==> src/rtl/cpu_pkg.sv <==
// Shared sequencer definitions: FSM state encodings and the opcode field layout.
// Opcode occupies the top OPC_W bits of every instruction word.
package cpu_pkg;

  localparam logic [2:0] ST_IDLE   = 3'd0;
  localparam logic [2:0] ST_FETCH  = 3'd1;
  localparam logic [2:0] ST_ISSUE  = 3'd2;
  localparam logic [2:0] ST_HOLD   = 3'd3;
  localparam logic [2:0] ST_HALTED = 3'd4;

  localparam int OPC_W = 4;

  localparam logic [OPC_W-1:0] OPC_HALT = 4'hF;
  localparam logic [OPC_W-1:0] OPC_JMP  = 4'hE;

  function automatic logic is_busy(input logic [2:0] st);
    return !(st == ST_IDLE || st == ST_HALTED);
  endfunction

endpackage

==> src/rtl/instr_store.sv <==
// Program store: synchronous write port, registered read port (1-cycle latency).
// Contents are deliberately not reset.
module instr_store #(
  parameter int INSTR_WIDTH = 20,
  parameter int ADDR_BITS   = 5
) (
  input  logic                   clk,
  input  logic                   wr_en,
  input  logic [ADDR_BITS-1:0]   wr_addr,
  input  logic [INSTR_WIDTH-1:0] wr_data,
  input  logic                   rd_en,
  input  logic [ADDR_BITS-1:0]   rd_addr,
  output logic [INSTR_WIDTH-1:0] rd_data
);

  logic [INSTR_WIDTH-1:0] mem [2**ADDR_BITS];

  always_ff @(posedge clk) begin
    if (wr_en) mem[wr_addr] <= wr_data;
    if (rd_en) rd_data <= mem[rd_addr];
  end

endmodule

==> src/rtl/instr_sequencer.sv <==
// Instruction sequencer: fetches words from instr_store and holds each on the
// output for ISSUE_CYCLES cycles. Optional SEQ_SINGLE_STEP_EN adds step/step_mode.
module instr_sequencer
  import cpu_pkg::*;
#(
  parameter int INSTR_WIDTH  = 20,
  parameter int ADDR_BITS    = 5,
  parameter int ISSUE_CYCLES = 4
) (
  input  logic                   clk,
  input  logic                   rst,
  input  logic                   load_en,
  input  logic [ADDR_BITS-1:0]   load_addr,
  input  logic [INSTR_WIDTH-1:0] load_data,
  input  logic                   start,
  input  logic                   stop,
`ifdef SEQ_SINGLE_STEP_EN
  input  logic                   step,
  input  logic                   step_mode,
`endif
  output logic [INSTR_WIDTH-1:0] instruction,
  output logic                   instr_valid,
  output logic [ADDR_BITS-1:0]   pc,
  output logic                   busy,
  output logic                   done
);

  // The window is ISSUE + HOLD cycles + the next FETCH, so HOLD lasts
  // ISSUE_CYCLES-2 cycles; with ISSUE_CYCLES==2 the boundary falls in ISSUE.
  localparam logic [3:0] CNT_LOAD = 4'((ISSUE_CYCLES > 2) ? ISSUE_CYCLES - 2 : 1);

  logic [2:0]             state;
  logic [ADDR_BITS-1:0]   pc_q;
  logic [INSTR_WIDTH-1:0] instr_q;
  logic [INSTR_WIDTH-1:0] rd_data;
  logic [3:0]             cnt;
  logic                   stop_q;

  logic                   wr_en;
  logic                   rd_en;
  logic                   boundary;
  logic                   step_ok;
  logic                   stop_hit;
  logic                   advance;
  logic [OPC_W-1:0]       opcode;
  logic [2:0]             adv_state;
  logic [ADDR_BITS-1:0]   adv_pc;

  instr_store #(
    .INSTR_WIDTH(INSTR_WIDTH),
    .ADDR_BITS  (ADDR_BITS)
  ) u_store (
    .clk    (clk),
    .wr_en  (wr_en),
    .wr_addr(load_addr),
    .wr_data(load_data),
    .rd_en  (rd_en),
    .rd_addr(pc_q),
    .rd_data(rd_data)
  );

  assign wr_en = load_en && (state == ST_IDLE || state == ST_HALTED);
  assign rd_en = (state == ST_FETCH);

  // The fetched word is visible in the ISSUE cycle itself; instr_q keeps it afterwards.
  assign instruction = (state == ST_ISSUE) ? rd_data : instr_q;
  assign instr_valid = (state == ST_ISSUE);
  assign pc          = pc_q;
  assign busy        = is_busy(state);
  assign done        = (state == ST_HALTED);

  assign opcode   = instruction[INSTR_WIDTH-1 -: OPC_W];
  assign stop_hit = stop_q || stop;
  assign boundary = (state == ST_HOLD && cnt == 4'd1) ||
                    (state == ST_ISSUE && ISSUE_CYCLES == 2);

`ifdef SEQ_SINGLE_STEP_EN
  assign step_ok = !step_mode || step;
`else
  assign step_ok = 1'b1;
`endif

  // A pending stop ends the run even while waiting for a step.
  assign advance = boundary && (step_ok || stop_hit);

  always_comb begin
    adv_state = ST_FETCH;
    adv_pc    = pc_q + 1'b1;
    if (stop_hit) begin
      adv_state = ST_IDLE;
      adv_pc    = pc_q;
    end else if (opcode == OPC_HALT) begin
      adv_state = ST_HALTED;
      adv_pc    = pc_q;
    end else if (opcode == OPC_JMP) begin
      adv_pc    = instruction[ADDR_BITS-1:0];
    end
  end

  always_ff @(posedge clk) begin
    if (!rst) begin
      state   <= ST_IDLE;
      pc_q    <= '0;
      instr_q <= '0;
      cnt     <= '0;
      stop_q  <= 1'b0;
    end else begin
      case (state)
        ST_IDLE, ST_HALTED: begin
          if (start) begin
            state  <= ST_FETCH;
            pc_q   <= '0;
            stop_q <= 1'b0;
          end
        end
        ST_FETCH: begin
          state <= ST_ISSUE;
          if (stop) stop_q <= 1'b1;
        end
        ST_ISSUE: begin
          instr_q <= rd_data;
          cnt     <= CNT_LOAD;
          if (stop) stop_q <= 1'b1;
          if (advance) begin
            state  <= adv_state;
            pc_q   <= adv_pc;
            stop_q <= 1'b0;
          end else begin
            state <= ST_HOLD;
          end
        end
        ST_HOLD: begin
          if (stop) stop_q <= 1'b1;
          if (advance) begin
            state  <= adv_state;
            pc_q   <= adv_pc;
            stop_q <= 1'b0;
          end else if (!boundary) begin
            cnt <= cnt - 4'd1;
          end
        end
        default: state <= ST_IDLE;
      endcase
    end
  end

endmodule

==> config.mk <==
export PLATFORM = sky130hd
export DESIGN_NAME = instr_sequencer
export DESIGN_NICKNAME = d
export VERILOG_FILES = /design/src/rtl/cpu_pkg.sv /design/src/rtl/instr_store.sv /design/src/rtl/instr_sequencer.sv
export SDC_FILE = /design/constraint.sdc
export NUM_CORES = 1
export LEC_CHECK = 0
export CORE_MARGIN = 2
export CORE_UTILIZATION = 62
export DETAILED_ROUTE_END_ITERATION = 10
export PLACE_DENSITY = 0.84
export SYNTH_ARGS = -nofsm -noshare
export SYNTH_HDL_FRONTEND = slang
export SYNTH_HIERARCHICAL = 1
export SYNTH_SLANG_ARGS = --single-unit
==> constraint.sdc <==
create_clock -name clk -period 3.43 [get_ports clk]
set_clock_uncertainty 0.2 [all_clocks]
set_input_delay 0.686 -clock clk [delete_from_list [all_inputs] [get_ports clk]]
set_output_delay 0.686 -clock clk [all_outputs]
set_load 0.05 [all_outputs]
## Word level (Yosys, flattened, before mapping)

Memories as Yosys holds them, arrays and structs flattened. A register that Yosys moved wholly into a read port is not among the register bits.
Cells that the tools add are included.

| storage, ports and cells | value |
|---|---|
| logic and storage cells | 57 |
| bits in registers | 33 |
| output and inout port bits | 28 |
| bits in writable memories | 640 |
| bits of input ports | 30 |
| memories | 1 |

| cells by class | value |
|---|---|
| reduce and logical (&&, ||, !) cells | 15 |
| eq/ne operators | 13 |
| add/subtract/negate cells | 2 |
| multiplexer cells | 21 |

Memories:

| name | depth | width | read ports | clocked after memory_dff | wr ports | RTL line | source |
|---|---|---|---|---|---|---|---|
| u_store.mem | 32 | 20 | 1 | 1 | 1 | instr_store.sv:16 | `logic [INSTR_WIDTH-1:0] mem [2**ADDR_BITS];` |

Operator list:

| cell | count |
|---|---|
| 2-to-1 mux 5 bit | 5 |
| 2-to-1 mux 20 bit | 1 |
| 2-to-1 mux 3 bit | 5 |
| one-hot mux 3 bit (4 select lines) | 1 |
| inequality test 2 bit (second input constant) | 5 |
| one-hot mux 5 bit (2 select lines) | 1 |
| equality test 4 bit (second input constant) | 2 |
| one-hot mux 4 bit (2 select lines) | 1 |
| equality test 3 x 2 -> 1 bit (second input constant) | 2 |
| AND reduction 2 bit | 3 |
| adder 5 x 1 -> 5 bit (second input constant) | 1 |
| 2-to-1 mux 1 bit | 5 |
| AND reduction 5 bit | 1 |
| equality test 4 x 1 -> 1 bit (second input constant) | 1 |
| 2-to-1 mux 4 bit | 1 |
| nonzero test 2 bit | 2 |
| OR reduction 2 bit | 2 |
| subtractor 4 x 1 -> 4 bit (second input constant) | 1 |
| equality test 3 x 1 -> 1 bit (second input constant) | 1 |
| equality test 3 bit (second input constant) | 1 |
| logical NOT 3 bit | 1 |
| one-hot mux 1 bit (3 select lines) | 1 |
| nonzero test 3 bit | 1 |
| logical AND 1 bit | 2 |
| 3 further kinds | 4 |

## Logic depth before layout (Yosys ltp)

Gate-level depths: netlist of the first run.

| depth | value |
|---|---|
| depth in word-level cells | 8 |
| mapped depth | 8 |
| depth with buffers taken out | 6 |

## By module

The synthesis of the first run kept the hierarchy.

By module, submodules not included:

| module | sequential area each (sq um) | cells each | times used | area each (sq um) |
|---|---|---|---|---|
| instr_store | 19,819.0 | 1,414 | 1 | 25,753.4 |
| instr_sequencer | 660.6 | 172 | 1 | 1,734.2 |

## Least setup slack after synthesis of the first run

OpenSTA, ideal clock, no wires.

| timing path | value |
|---|---|
| kind | input-to-reg |
| start point | input port load_en |
| end point | memory u_store.mem[12][0], enable pin |
| arrival time | 2,341 ps |
| path slack | 492 ps |
| cell stages on the path | 4 |
| setup time | 397 ps |
| cells stage by stage | and2_1 -> or3b_2 -> clkbuf_1 -> nor2_1 |

| on the way | value |
|---|---|
| word-level cells in the longest chain between the ends | 3 |

RTL lines:

| item | RTL line | source |
|---|---|---|
| start, declared | instr_sequencer.sv:12 | `input logic load_en,` |
| logical AND 1 bit | instr_sequencer.sv:62 | `assign wr_en = load_en && (state == ST_IDLE \|\| state == ST_HALTED);` |
| 2-to-1 mux 1 bit | instr_store.sv:19 | `if (wr_en) mem[wr_addr] <= wr_data;` |
| 2-to-1 mux 1 bit (not written as such) | instr_store.sv:19 |  |
| end, declared | instr_store.sv:16 |  |

Every way passes these cells.

## Worst setup path after layout of the first run

| timing path | value |
|---|---|
| start point | register state[1] |
| end point | output port instruction[7] |

| on the way | value |
|---|---|
| word-level cells in the longest chain between the ends | 2 |

RTL lines:

| item | RTL line | source |
|---|---|---|
| start, declared | instr_sequencer.sv:32 | `logic [2:0] state;` |
| start signal, assigned | instr_sequencer.sv:125 | `state <= adv_state;` |
| start signal, assigned | instr_sequencer.sv:135 | `state <= adv_state;` |
| equality test 3 x 2 -> 1 bit | instr_sequencer.sv:66 | `assign instruction = (state == ST_ISSUE) ? rd_data : instr_q;` |
| 2-to-1 mux 20 bit | - |  |
| end, declared | instr_sequencer.sv:21 | `output logic [INSTR_WIDTH-1:0] instruction,` |

Every way passes these cells.

==> results of run 1 <==
## through the flow
step | util, % | setup WS (ps) | hold WS, ps | cell area (µm²)
after floorplan | - | 492 | 270 | 27500
after global placement | 65.7 | 392 | 295 | 28900
after detailed placement | 65.7 | 297 | 307 | 28900
after CTS | 70.6 | 108 | 319 | 31100
after global routing | 70.6 | 61.8 | 346 | 31100
final | 70.6 | 159 | 320 | 31100
## cell families (layout without fill, tap and decap cells)
kind of cell	after synthesis	after routing	share of synthesized area, %
AO/OA/AOI/OAI	206	206	5.38
multiplexers	346	346	12.7
buffers and inverters	96	261	2.61
XOR/XNOR	3	3	0.0956
AND/OR/NAND/NOR	239	239	4.58
adder cells (fa/ha/maj)	3	3	0.137
flip-flops	693	693	74.5
## synthesized netlist by cell type, drive strengths merged (2+ instances only)
cell and number:
a211oi 2, a21oi 44, a22o 40, a22oi 80, a31o 2, a31oi 20
and2 24, buf 61, clkbuf 29, dfxtp 33, edfxtp 660, ha 3
inv 6, mux2 21, mux2i 325, nand2 51, nand2b 6, nand3 44
nand3b 6, nand4 26, nand4b 2, nor2 42, nor2b 4, nor3 22
nor3b 2, o21a 3, o21ai 3, o22ai 2, o311a 2, o32a 3
or3b 4, xor2 3
## worst max path at each step
stage	slack (ps)	from	cells past startpoint	to
final	160	state[1]	5	instruction[7]
after global routing	60	state[1]	5	instruction[17]
after CTS	110	state[1]	5	instruction[7]
after detailed placement	300	state[1]	5	instruction[13]
after global placement	390	state[1]	5	instruction[15]
after floorplan	490	load_en	4	u_store/mem[12][0]
## layout make-up
class	count	area (µm²)	area share (%)
sequential	693	20500	65.9
multi-input combinational	797	6400	20.6
clock buffer	83	1840	5.93
timing repair buffer	132	1260	4.05
tap	592	741	2.38
clock inverter	40	340	1.09
inverter	6	27.5	0.0885
## layer usage
metal / wire [µm] / share of wire [%] / up-vias
met4: 2840 / 4.4 / 0
li1: - / - / 6514
met3: 6710 / 10 / 123
met1: 24900 / 38 / 7635
met2: 30500 / 47 / 1009
met5: 0 / 0 / -
## worst max-delay path, delay by kind of cell (launching register included)
kind / cells / cell delay [ps]
multiplexers: 1 / 380
AND/OR/NAND/NOR: 2 / 350
flip-flops: 1 / 430
buffers and inverters: 2 / 630
## flip-flops by register name, summed over array words and instances, names as in the netlist
signal and cells:
pc 5, u_store/rd_data 20, stop_q 1, instr_q 20, cnt 4, u_store/mem 640
state 3
## power by group
part	switching (mW)	internal (mW)
Combinational	0.607	0.289
Sequential	0.0359	9.35
Clock	3.04	4.22
## timing repair
item,4_1_cts,5_1_grt
setup buffers,1,0
setup endpoints to repair,21,1
gates resized for setup,21,1
==> results.py, run 1 <==
metrics = {
    "timing": {
        "timing.final.crit_period_ps": 3270,
        "totalNegativeSetupSlack_ps": 0,
        "timing.final.crit_share_pct": 95.4,
        "worstMarginPinSlew_ps": 922,
        "timing.max_slew.rel_slack_pct": 38.5,
        "clock.fmax_ghz": 0.306,
        "rsz0062_at_grt": "no",
        "setup_viol": 0,
        "finalMaxSlewViolations": 0,
        "final_hold_viol_count": 0,
    },
    "grt": {
        "grt_util_all_layers_pct": 28.3,
        "use_met3_pct": 5.26,
        "first_pass_grt_wire_length_um": 95900,
        "grt.met1_usage_pct": 39.5,
        "global_route.usage.met2_pct": 44.2,
        "overflow": 0,
        "number_of_global_route_vias_before_repair": 14902,
        "grt_max_degree": 81,
        "grt.busiest_layer": "met2",
        "number_of_antenna_violations_at_the_first_check_in_global_routing": 0,
    },
    "route": {
        "route.final.wire_length_um": 64900,
        "antenna_left": 0,
        "drt_first_pass_iters": 6,
        "drt_iter0_drc": 2468,
        "drc_errors": 0,
        "route.detailed.wl_per_inst_um": 27.7,
        "dr_total_vias": 15281,
        "post_drt_via_cell_ratio": 6.52,
    },
    "layout": {
        "num_antenna_cells": 0,
        "mostFrequentLayoutCell": "sky130_fd_sc_hd__edfxtp_1",
        "most_used_cells_in_the_layout_excluding_fill_and_tap_cells": "sky130_fd_sc_hd__edfxtp_1 (660), sky130_fd_sc_hd__mux2i_1 (325), sky130_fd_sc_hd__a22oi_1 (80), sky130_fd_sc_hd__clkbuf_16 (72), sky130_fd_sc_hd__buf_4 (60)",
        "number_of_filler_cells_placed_in_the_layout": 2638,
        "layout-drive-gt1-share_pct": 14.4,
        "nNetsFinal": 1732,
        "final_cell_count_no_fill": 2343,
        "area.growth.synth_to_final_pct": 13.1,
    },
    "min_path": {
        "min_path_cells": 2,
        "hold-path-endpoint": "stop_q",
        "holdCritPathClass": "flop to flop",
        "worst_hold_startpoint": "stop_q",
    },
    "logic_synthesis": {
        "largest_cells_by_area_after_synthesis": "sky130_fd_sc_hd__edfxtp_1 (72%), sky130_fd_sc_hd__mux2i_1 (12%), sky130_fd_sc_hd__dfxtp_1 (2.4%), sky130_fd_sc_hd__a22oi_1 (2.2%), sky130_fd_sc_hd__a22o_1 (1.3%)",
        "synthesis.nets": 1619,
        "post_syn_area_per_cell_um2": 17.3,
        "synth_cell_types": 59,
        "yosys_warnings": 6,
        "yosysTopAreaCellShare_pct": 72.1,
        "synthCells": 1586,
        "synthArstFlopShare_pct": 0,
        "synth_edf_count": 660,
        "synth_sequential_area_ratio_pct": 74.5,
        "synth.cell_area_um2": 27500,
        "postSynth.topFlopCell": "sky130_fd_sc_hd__edfxtp_1",
        "postSynthRegisterBits": 693,
        "post-synth-top-area-cell": "sky130_fd_sc_hd__edfxtp_1",
    },
    "power_and_ir_drop": {
        "static-leakage-power_nw": 9.77,
        "vdd.ir_drop.worst_uv": 532,
        "p_per_area_nw_per_um2": 564,
        "fin_total_pwr_mw": 17.5,
    },
    "job": {
        "max-cap-violations": 0,
    },
    "cts": {
        "insertion_delay_ps": 600,
        "cts_bufs_inserted": 69,
        "htreeDepth": 3,
        "clock_tree.buffer_depth": 3,
        "cts_tree": "done",
        "clock_sinks": 693,
        "clk_pin_slew_worst_paths_ps": 60,
        "root_buffer": "sky130_fd_sc_hd__clkbuf_16",
        "cts_hold_bufs": 0,
    },
    "setup_path": {
        "worstReg2RegStart": "pc[2]",
        "worstSetupStartpointType": "flop",
        "cp_slowest_cell": "sky130_fd_sc_hd__dfxtp_1",
        "crit_path_end_kind": "output port",
        "worstPathCellList": "nor2b_4 -> nand2b_4 -> inv_6 -> mux2_2 -> dlygate4sd2_1",
        "critPathKind": "flop to output port",
        "timing.critical_path.fanout_max": 24,
        "reg2reg_setup_slack_ps": 560,
        "worst_ep_arrival_time_ps": 2380,
        "worst_r2r_endpoint": "u_store/rd_data[16]",
        "r2r.worst_path.cells": 5,
        "cp_slowest_stage_delay_ps": 430,
        "worst_ep_required_time_ps": 2540,
    },
    "die": {
        "die_h_um": 215,
        "area_enclosed_by_the_die_boundary_um2": 46000,
        "core_um2": 44000,
        "design.portCount": 58,
        "initial_utilization_pct": 62.4,
        "placementRows": 77,
        "die_width_um": 215,
    },
    "place": {
        "place_hpwl_um": 38900,
        "dpl.cell_count": 2219,
        "port-buffer-count": 57,
        "place.gp.congestion": 0.918,
    },
    "outcome": {
        "run_status": "completed",
    },
}
(Power assumes the default switching activity.)
==> run 2: changes to the inputs <==
Clock period 3.43 ns to 3.3 ns, I/O delays scaled along.
==> results.py, run 2 (synthesized netlist as in run 1, its figures left out) <==
metrics = {
    "route": {
        "post_drt_via_cell_ratio": 6.53,
        "route.detailed.wl_per_inst_um": 28.0,
        "drt_first_pass_iters": 6,
        "antenna_left": 0,
        "dr_total_vias": 15396,
        "drc_errors": 0,
        "route.final.wire_length_um": 65900,
        "drt_iter0_drc": 2487,
    },
    "cts": {
        "cts_hold_bufs": 0,
        "clock_sinks": 693,
        "clock_tree.buffer_depth": 3,
        "clk_pin_slew_worst_paths_ps": 60,
        "htreeDepth": 3,
        "cts_bufs_inserted": 68,
        "cts_setup_buffers": 0,
        "root_buffer": "sky130_fd_sc_hd__clkbuf_16",
        "insertion_delay_ps": 590,
        "cts_tree": "done",
    },
    "layout": {
        "top_regs": "u_store/mem (640), instr_q (20), u_store/rd_data (20)",
        "mostFrequentLayoutCell": "sky130_fd_sc_hd__edfxtp_1",
        "area.growth.synth_to_final_pct": 14.3,
        "layout-drive-gt1-share_pct": 15.2,
        "largest_register_ffs": 640,
        "layout.core_utilization_pct": 71.3,
        "num_antenna_cells": 0,
        "most_used_cells_in_the_layout_excluding_fill_and_tap_cells": "sky130_fd_sc_hd__edfxtp_1 (660), sky130_fd_sc_hd__mux2i_1 (325), sky130_fd_sc_hd__a22oi_1 (80), sky130_fd_sc_hd__clkbuf_16 (70), sky130_fd_sc_hd__buf_4 (61)",
        "reg_with_most_ffs": "u_store/mem",
        "nNetsFinal": 1744,
    },
    "die": {
        "initial_utilization_pct": 62.4,
        "design.portCount": 58,
        "core_um2": 44000,
        "placementRows": 77,
        "die_h_um": 215,
        "die_width_um": 215,
        "area_enclosed_by_the_die_boundary_um2": 46000,
    },
    "setup_path": {
        "worst_ep_arrival_time_ps": 2330,
        "cp_slowest_stage_delay_ps": 430,
        "worst_ep_required_time_ps": 2440,
        "cp_slowest_cell": "sky130_fd_sc_hd__dfxtp_1",
        "worstSetupStartpointType": "flop",
        "timing.critical_path.fanout_max": 24,
        "crit_path_end_kind": "output port",
        "worstReg2RegStart": "pc[1]",
        "worstPathCellList": "nor2b_4 -> nand2b_4 -> inv_6 -> mux2_2 -> dlygate4sd2_1",
        "critPathKind": "flop to output port",
        "crit_path_start": "state[1]",
    },
    "min_path": {
        "holdCritPathClass": "flop to flop",
        "worst_hold_startpoint": "stop_q",
    },
    "place": {
        "place.gp.congestion": 0.931,
        "port-buffer-count": 57,
        "place_hpwl_um": 40100,
    },
    "timing": {
        "final_hold_viol_count": 0,
        "rsz0062_at_grt": "no",
        "setup_viol": 0,
        "clock.fmax_ghz": 0.313,
        "worstMarginPinSlew_ps": 892,
        "finalMaxSlewViolations": 0,
        "timing.max_slew.rel_slack_pct": 40.6,
        "timing.final.crit_share_pct": 96.8,
        "timing.final.crit_period_ps": 3190,
        "totalNegativeSetupSlack_ps": 0,
    },
    "grt": {
        "grt_util_all_layers_pct": 28.6,
        "first_pass_grt_wire_length_um": 96600,
        "number_of_global_route_vias_before_repair": 15143,
        "grt_max_degree": 59,
        "number_of_antenna_violations_at_the_first_check_in_global_routing": 0,
        "overflow": 0,
    },
    "power_and_ir_drop": {
        "vdd.ir_drop.worst_uv": 769,
        "p_per_area_nw_per_um2": 579,
        "static-leakage-power_nw": 9.84,
    },
    "job": {
        "max-cap-violations": 0,
    },
    "outcome": {
        "run_status": "completed",
    },
}
-- run 2: layout make-up --
class	instances	area (µm²)
flip-flops and latches	693	20500
fillers	2590	12600
multi-input cells	797	6400
clock buffers	90	1850
repair buffers	145	1610
well taps	592	741
clock inverters	33	302
inverters	6	27.5
-- run 2: per-layer routing --
metal	share of wire, %	routed length (µm)	track usage (%)	vias up
met2	47	31200	44.7	983
li1	-	-	-	6550
met1	38	24700	39.7	7720
met3	11	7160	5.82	143
met4	4.3	2850	11.9	0
met5	0	0	0	-
-- run 2: per-stage QoR --
stage	std cells	hold WS, ps	cell area (µm²)	total power [mW]	worst slack, ps
floorplan	1586	270	27500	10.5	388
detailed placement	2233	315	29300	10.9	333
finish	2356	323	31400	18.2	105
global placement	2233	297	29300	10.9	338
global route	2356	353	31400	18.6	27.4
CTS	2356	329	31400	18.3	32.5
-- run 2: where the power goes --
| group | leakage, nW | switching, mW | internal (mW) | total [mW] |
|---|---|---|---|---|
| registers | 6.21 | 0.0408 | 9.71 | 9.76 |
| clock network | 1.05 | 3.20 | 4.28 | 7.49 |
| logic | 2.58 | 0.634 | 0.316 | 0.950 |
| total | 9.84 | 3.88 | 14.3 | 18.2 |
-- run 2: final timing paths --
| kind | slack (ps) | cells past startpoint | to |
|---|---|---|---|
| worst max-delay path | 110 | 5 | instruction[8] |
| worst max register to register | 500 | 5 | u_store/rd_data[12] |
| worst min register to register | 320 | 2 | stop_q |
| worst min-delay path | 320 | 2 | stop_q |
-- run 2: worst max-delay path: cells and delay by family (launching register included) --
| family | cells | cell delay, ps |
|---|---|---|
| DFF | 1 | 430 |
| buffers and inverters | 2 | 620 |
| muxes | 1 | 370 |
| and+or+nand+nor | 2 | 310 |
-- run 2: timing repair --
item | CTS | global route
cloned | 0 | 0
setup endpoints to repair | 14 | 13
resized for setup | 14 | 1
==> run 3: changes to the inputs <==
Settings changed: SLEW_MARGIN set to 20.
==> results of run 3 <==
Final layout, timing and power as in run 2 (identical DEF).
